===== src/rtl/mips_muldiv.sv =====
// Iterative HI/LO unit: radix-2 shift-add multiply and restoring divide on operand magnitudes.
// Define MIPS_MULDIV_DIV_EN to build the divider; without it DIV/DIVU finish in two cycles as no-ops.
module mips_muldiv #(
  parameter int unsigned WIDTH = 32
) (
  input  logic             clk,
  input  logic             rst,
  input  logic             start,
  input  logic [1:0]       op,
  input  logic [WIDTH-1:0] a,
  input  logic [WIDTH-1:0] b,
  input  logic             flush,
  input  logic             hi_we,
  input  logic             lo_we,
  input  logic [WIDTH-1:0] wdata,
  output logic             busy,
  output logic             done,
  output logic [WIDTH-1:0] hi,
  output logic [WIDTH-1:0] lo
);
  localparam int unsigned CntW = $clog2(WIDTH);
  localparam logic [CntW-1:0] LastIter = CntW'(WIDTH - 1);

  typedef enum logic [1:0] {StIdle, StCalc, StFix} stateT;

  stateT              stateQ, stateD;
  logic [CntW-1:0]    cntQ, cntD;
  logic [2*WIDTH-1:0] accQ, accD;  // {upper, lower}: product, or {remainder, quotient}
  logic [WIDTH-1:0]   opndQ, opndD;
  logic               isDivQ, isDivD;
  logic               negResQ, negResD;
  logic [WIDTH-1:0]   hiQ, hiD, loQ, loD;
  logic               busyQ, busyD, doneQ, doneD;

  logic               signedOp;
  logic [WIDTH-1:0]   aMag, bMag;
  logic [WIDTH:0]     mulSum;
  logic [2*WIDTH-1:0] mulNext, prodFix;

  // The most-negative value negates to itself, which is already its unsigned magnitude.
  assign signedOp = ~op[0];
  assign aMag     = (signedOp && a[WIDTH-1]) ? -a : a;
  assign bMag     = (signedOp && b[WIDTH-1]) ? -b : b;

  assign mulSum  = {1'b0, accQ[2*WIDTH-1:WIDTH]} + {1'b0, opndQ};
  assign mulNext = accQ[0] ? {mulSum, accQ[WIDTH-1:1]} : {1'b0, accQ[2*WIDTH-1:1]};
  assign prodFix = negResQ ? -accQ : accQ;

`ifdef MIPS_MULDIV_DIV_EN
  logic               negRemQ, negRemD;
  logic [WIDTH:0]     divShift;
  logic [WIDTH-1:0]   divDiff, quot, rem;
  logic               divGe;
  logic [2*WIDTH-1:0] divNext;

  assign divShift = {accQ[2*WIDTH-1:WIDTH], accQ[WIDTH-1]};
  assign divGe    = divShift >= {1'b0, opndQ};
  assign divDiff  = divShift[WIDTH-1:0] - opndQ;
  assign divNext  = divGe ? {divDiff, accQ[WIDTH-2:0], 1'b1}
                          : {divShift[WIDTH-1:0], accQ[WIDTH-2:0], 1'b0};
  // A zero divisor leaves the dividend magnitude as remainder, so only LO needs forcing.
  assign quot = (opndQ == '0) ? '1 : (negResQ ? -accQ[WIDTH-1:0] : accQ[WIDTH-1:0]);
  assign rem  = negRemQ ? -accQ[2*WIDTH-1:WIDTH] : accQ[2*WIDTH-1:WIDTH];
`endif

  always_comb begin
    stateD  = stateQ;
    cntD    = cntQ;
    accD    = accQ;
    opndD   = opndQ;
    isDivD  = isDivQ;
    negResD = negResQ;
`ifdef MIPS_MULDIV_DIV_EN
    negRemD = negRemQ;
`endif
    hiD     = hiQ;
    loD     = loQ;
    busyD   = busyQ;
    doneD   = 1'b0;
    case (stateQ)
      StIdle: begin
        if (start && !flush) begin
          isDivD  = op[1];
          negResD = signedOp && (a[WIDTH-1] ^ b[WIDTH-1]);
          opndD   = bMag;
          accD    = {{WIDTH{1'b0}}, aMag};
          cntD    = '0;
          busyD   = 1'b1;
`ifdef MIPS_MULDIV_DIV_EN
          negRemD = signedOp && a[WIDTH-1];
          stateD  = StCalc;
`else
          stateD  = op[1] ? StFix : StCalc;
`endif
        end else begin
          if (hi_we) hiD = wdata;
          if (lo_we) loD = wdata;
        end
      end
      StCalc: begin
        if (flush) begin
          stateD = StIdle;
          busyD  = 1'b0;
        end else begin
`ifdef MIPS_MULDIV_DIV_EN
          accD = isDivQ ? divNext : mulNext;
`else
          accD = mulNext;
`endif
          cntD = cntQ + CntW'(1);
          if (cntQ == LastIter) stateD = StFix;
        end
      end
      StFix: begin
        if (!flush) begin
`ifdef MIPS_MULDIV_DIV_EN
          if (isDivQ) begin
            hiD = rem;
            loD = quot;
          end else begin
            hiD = prodFix[2*WIDTH-1:WIDTH];
            loD = prodFix[WIDTH-1:0];
          end
`else
          if (!isDivQ) begin
            hiD = prodFix[2*WIDTH-1:WIDTH];
            loD = prodFix[WIDTH-1:0];
          end
`endif
          doneD = 1'b1;
        end
        stateD = StIdle;
        busyD  = 1'b0;
      end
      default: begin
        stateD = StIdle;
        busyD  = 1'b0;
      end
    endcase
  end

  always_ff @(posedge clk or negedge rst) begin
    if (!rst) begin
      stateQ  <= StIdle;
      cntQ    <= '0;
      accQ    <= '0;
      opndQ   <= '0;
      isDivQ  <= 1'b0;
      negResQ <= 1'b0;
`ifdef MIPS_MULDIV_DIV_EN
      negRemQ <= 1'b0;
`endif
      hiQ     <= '0;
      loQ     <= '0;
      busyQ   <= 1'b0;
      doneQ   <= 1'b0;
    end else begin
      stateQ  <= stateD;
      cntQ    <= cntD;
      accQ    <= accD;
      opndQ   <= opndD;
      isDivQ  <= isDivD;
      negResQ <= negResD;
`ifdef MIPS_MULDIV_DIV_EN
      negRemQ <= negRemD;
`endif
      hiQ     <= hiD;
      loQ     <= loD;
      busyQ   <= busyD;
      doneQ   <= doneD;
    end
  end

  assign busy = busyQ;
  assign done = doneQ;
  assign hi   = hiQ;
  assign lo   = loQ;
endmodule


===== config.mk =====
export PLATFORM = sky130hd
export DESIGN_NAME = mips_muldiv
export DESIGN_NICKNAME = d
export VERILOG_FILES = /design/src/rtl/mips_muldiv.sv
export SDC_FILE = /design/constraint.sdc
export NUM_CORES = 1
export LEC_CHECK = 0
export BUFFER_PORTS_ARGS = -buffer_cell sky130_fd_sc_hd__buf_4
export CAP_MARGIN = 0
export CORE_MARGIN = 2
export CORE_UTILIZATION = 50
export DETAILED_ROUTE_END_ITERATION = 10
export GPL_TIMING_DRIVEN = 0
export MAX_ROUTING_LAYER = met4
export PLACE_DENSITY = 0.81
export SYNTH_ARGS = -nofsm -noshare
export SYNTH_HDL_FRONTEND = slang
export SYNTH_SLANG_ARGS = --single-unit

===== constraint.sdc =====
create_clock -name clk -period 3.8 [get_ports clk]
set_clock_uncertainty 0.05 [all_clocks]
set_input_delay 0.19 -clock clk [delete_from_list [all_inputs] [get_ports clk]]
set_output_delay 0.19 -clock clk [all_outputs]
set_load 0.005 [all_outputs]

Word-level counts from Yosys, hierarchy flattened
Index checks and enable logic that the tools add are counted.

Register bits: 171. Bits of input ports: 104. Output and inout port bits: 66.

Add/sub/neg operators: 5. Equal/unequal tests: 12. Multiplexer cells: 30. Bitwise logic cells: 2. Reductions and logical operators: 14.

Operators with widths (count): 32-bit 2-to-1 mux (10); 64-bit 2-to-1 mux (4); 32-bit case mux with 2 select lines (2); 64-bit case mux with 2 select lines (1); 32-bit negator (2); 64-bit negator (1); 32-bit by 32-bit adder with 33-bit output (1); 2-bit inequality test, second input constant (8); 5-bit 2-to-1 mux (2); 5-bit case mux with 2 select lines (1); 5-bit AND reduction (2); 2-bit 2-to-1 mux (4); 2-bit AND reduction (3); 5-bit by 1-bit adder with 5-bit output, second input constant (1); 5-bit == test, second input constant (1); 1-bit logical AND (4); 1-bit 2-to-1 mux (4); 2-bit case mux with 2 select lines (1); 2-bit nonzero test (2); 3-bit inequality test, second input constant (1); 3-bit AND reduction (1); 2-bit by 1-bit == test with 1-bit output, second input constant (1); 2-bit == test, second input constant (1); 2-bit logical NOT (1); other kinds (4) (4).

Depth between registers and ports, before layout
Depth after elaboration: 5. Gate-level depth with buffers: 11. Depth with buffers taken out: 11.

Worst setup path after synthesis
No wires, ideal clock.

Kind: register to register. Start point: register accQ[0]. End point: register hiQ[24], in the netlist hi[24]. Library setup time: 0.104 ns. Arrival time: 2.818 ns. Data required time: 3.646 ns. Path slack: 0.828 ns. Cell stages (with the launch flop): 12. Clock period less this slack: 2.972 ns. Cell sequence: dfrtp_1 > clkbuf_1 > inv_2 > ha_1 > or4b_2 > nand4b_1 > nor2_1 > nand2_1 > o31ai_1 > nand2_1 > xnor2_1 > a221oi_1.

Longest elaborated chain between the ends: 5.

Ends and longest elaborated chain: from (decl) (line 28) `logic [2*WIDTH-1:0] accQ, accD;`; from (signal assigned) (line 146) `accQ <= '0;`; from (signal assigned) (line 160) `accQ <= accD;`; 64-bit negator (line 47) `assign prodFix = negResQ ? -accQ : accQ;`; 64-bit 2-to-1 mux (line 47); 32-bit 2-to-1 mux (line 125) `if (!isDivQ) begin`; 32-bit 2-to-1 mux (line 115) `if (!flush) begin`; 32-bit case mux with 2 select lines (line 80) `case (stateQ)`; to (signal assigned) (line 167) `hiQ <= hiD;`; to (decl) (line 32) `logic [WIDTH-1:0] hiQ, hiD, loQ, loD;`.

Every way passes these cells. The select of a mux whose other input is x is not followed. A chain may end at the register's enable or synchronous reset.

Final worst setup path
Same ends and word-level chain as after synthesis.

==> out/results.ini <==
[setup_path]
cp.required_ns=4.09
max_stage_delay_ns=0.66
crit_type=reg -> reg
cp_num_buf_inv=2
path_cells=clkbuf_1, inv_2, ha_1, or4b_2, nand4b_1, nor2_2, nand2_1, o31ai_2, nand2_1, xnor2_2, a221oi_1
critPathSlowestCell=or4b_2
cpMostUsedCell=nand2_1
end_kind=flop
worstPathArrival_ns=3.94
crit_path_start_kind=flop
path_delay_family=simple AND/OR/NAND/NOR gates
cp_max_fo=10

[die]
core_um2=22640
fp.dieW_um=155.7
fp.dieH_um=155.7
io_pins=170
start_util_pct=50.80
die-area_um2=24230
num_rows=55

[sta]
min_period_ns=3.652
slew_violations=0
fmax_mhz=273.8
rsz0062_at_grt=no
max_slew_margin_pct=45.31
hold_viol_final=1
finalSetupViolCount=0
post-route-period-util_pct=96.10
hold_slack_ns=-0.0003391
setup_tns_ns=0
setup_ws_ns=0.1481
worst_pin_slew_ns=0.8141

[power]
pwr-share-clk_pct=24.3
irDropWorstVdd_v=0.0003128
p_leak_nw=5.929
power_frac_seq_pct=37.6
powerDensity_nw_per_um2=526.2
pwr-share-comb_pct=38.1
swShare_pct=39.61
intPower_mw=4.392
p_sw_mw=2.881

[status]
outcome=complete, but fails checks
violations=hold timing

[synth]
synth_top_family_by_area=compound AO/OA/AOI/OAI gates
ys_seq_area_share_pct=37.20
synth_compound_area_share_pct=24.15
synth_cell_types=64
netlist_area_um2=11500
synth_area_per_cell_um2=8.287
synth_xor_area_share_pct=11.19
ys_warn_count=0
synthSimpleGateAreaFrac_pct=19.11
synth_seq_cells=171
netlist.area_leader.share_pct=37.20
synthMuxAreaShare_pct=0.8702
synthDominantAreaCellType=dfrtp_1
async_flop_share_pct=100.0
synth_edf_count=0
synth_flop_cell=dfrtp_1
yosys.area_share.adder_pct=4.199
yosys-top-cells-count=172 x nand2_1, 171 x dfrtp_1, 167 x o21ai_0
synth.area.top_cells=dfrtp_1 37%, o21ai_0 7.3%, xor2_1 6.2%
yosysMostFrequentCell=nand2_1
netlist_instances=1388
synthesis.nets=1530

[clock_tree]
clkLatencyLatePin_ns=0.44
clk_pin_slew_ns=0.07
htreeDepth=4
numCtsBuffers=17
clock_path_buffers=2
cts_tree=yes
cts_root_buffer=clkbuf_16
cts.sinks=171
post_cts_buffers=0

[detailed_routing]
drc=0
wl_per_cell_um=19.86
dr.pass1.iters=5
drt_iter0_drc=1013
postRouteAntennaNets=0
detailroute.via_count=11530
via_per_inst=6.131
wirelength_um=37360

[cells_and_area]
drive_gt1_share_pct=14.22
final_net_count=1725
antenna_cells=0
stdcell_area_um2=13820
final_util_pct=61.05
syn_to_final_growth_pct=20.17

[grt]
grt_pass1_wl_um=58950
overflow=0
antenna_found_initial=0
grt_pass1_vias=10860
grt_max_degree=96
grt_usage_pct=31.94

[place]
dp_slack_ns=0.1136
gp_congestion=0.9887
port_buffers=169
hpwl_um=29640
placed_area_um2=13160

[worst_hold_path]
hp-class=in -> reg

[flow_run]
maxCapViolations=0

## per-stage QoR
| step | std cells | power (mW) |
|---|---|---|
| final | 1881 | 7.273 |
| after global routing | 1881 | 7.685 |
| after CTS | 1880 | 7.201 |
| after detailed placement | 1843 | 5.443 |
| after global placement | 1842 | 5.364 |
| after floorplan | 1388 | 4.342 |
## cells by family (layout without fill, tap and decap cells)
logic type / after synthesis / count (layout)
and+or+nand+nor: 477 / 477
AOI/OAI and AO/OA: 447 / 447
DFF: 171 / 171
xor gates and xnor gates: 147 / 147
buffers and inverters: 98 / 306
adders and majority gates: 38 / 38
muxes: 10 / 10
## power by group through the flow
stage | Combinational (mW) | Clock, mW | Sequential [mW]
after floorplan | 1.77 | 0 | 2.57
after global placement | 2.64 | 0 | 2.73
after detailed placement | 2.70 | 0 | 2.74
after CTS | 2.72 | 1.77 | 2.71
after global routing | 3.06 | 1.85 | 2.78
final | 2.77 | 1.77 | 2.73
## sequential cells by signal, indices dropped and copies added, names as in the netlist, 2 cells and up
signal,flops
hi,32
opndQ,32
stateQ,2
cntQ,5
lo,32
accQ,64
## worst paths after layout
kind                            slack [ns]  depth (start not counted)                 from                   end
worst min-delay path               -0.0003                          3                 b[4]  opndQ[4]$_DFFE_PN0P_
worst max-delay path                  0.15                         11  accQ[0]$_DFFE_PN0P_    hi[24]$_DFFE_PN0P_
min in group asynchronous             0.26                          2                  rst    hi[31]$_DFFE_PN0P_
max in group asynchronous             2.59                          3                  rst  opndQ[4]$_DFFE_PN0P_
worst max register to register        0.15                         11  accQ[0]$_DFFE_PN0P_    hi[24]$_DFFE_PN0P_
worst min register to register        0.43                          2    lo[8]$_DFFE_PN0P_     lo[8]$_DFFE_PN0P_
## tightest hold or removal path: stages
cell	delay (ns)
buf_4	0.09
xnor2_1	0.11
o21ai_0	0.06
## cell type report
cell class,instances,area [µm²]
Fill cell,2065,8818
Multi-Input combinational cell,1119,6862
Sequential cell,171,4279
Timing Repair Buffer,176,1364
Clock buffer,19,442.9
Tap cell,285,356.6
Buffer,82,316.6
Clock inverter,13,141.4
Inverter,16,60.06
## routing by layer
metal | vias to the layer above | wire [µm] | global-route usage [%]
met2 | 574 | 17030 | 49.18
met3 | 87 | 2934 | 5.667
met1 | 5468 | 15980 | 42.20
li1 | 5404 | - | -
met4 | 0 | 1415 | 12.45
met5 | - | 0 | -
## layout by cell type, fill, tap and decap left out, types with 26 or more instances in the layout
master	n
nand2_1	172
dfrtp_1	171
buf_4	168
o21ai_0	166
nor2_1	152
a21oi_1	90
xor2_1	81
clkbuf_1	78
xnor2_1	65
o31ai_1	57
ha_1	37
or3_1	26
## repair_timing
action | 4_1_cts | 5_1_grt
setup endpoints to repair | 0 | 5
hold buffers | 5 | 1
resized for setup | 0 | 4
hold endpoints to repair | 81 | 1
No activity file was read; power rests on OpenSTA's default activity.
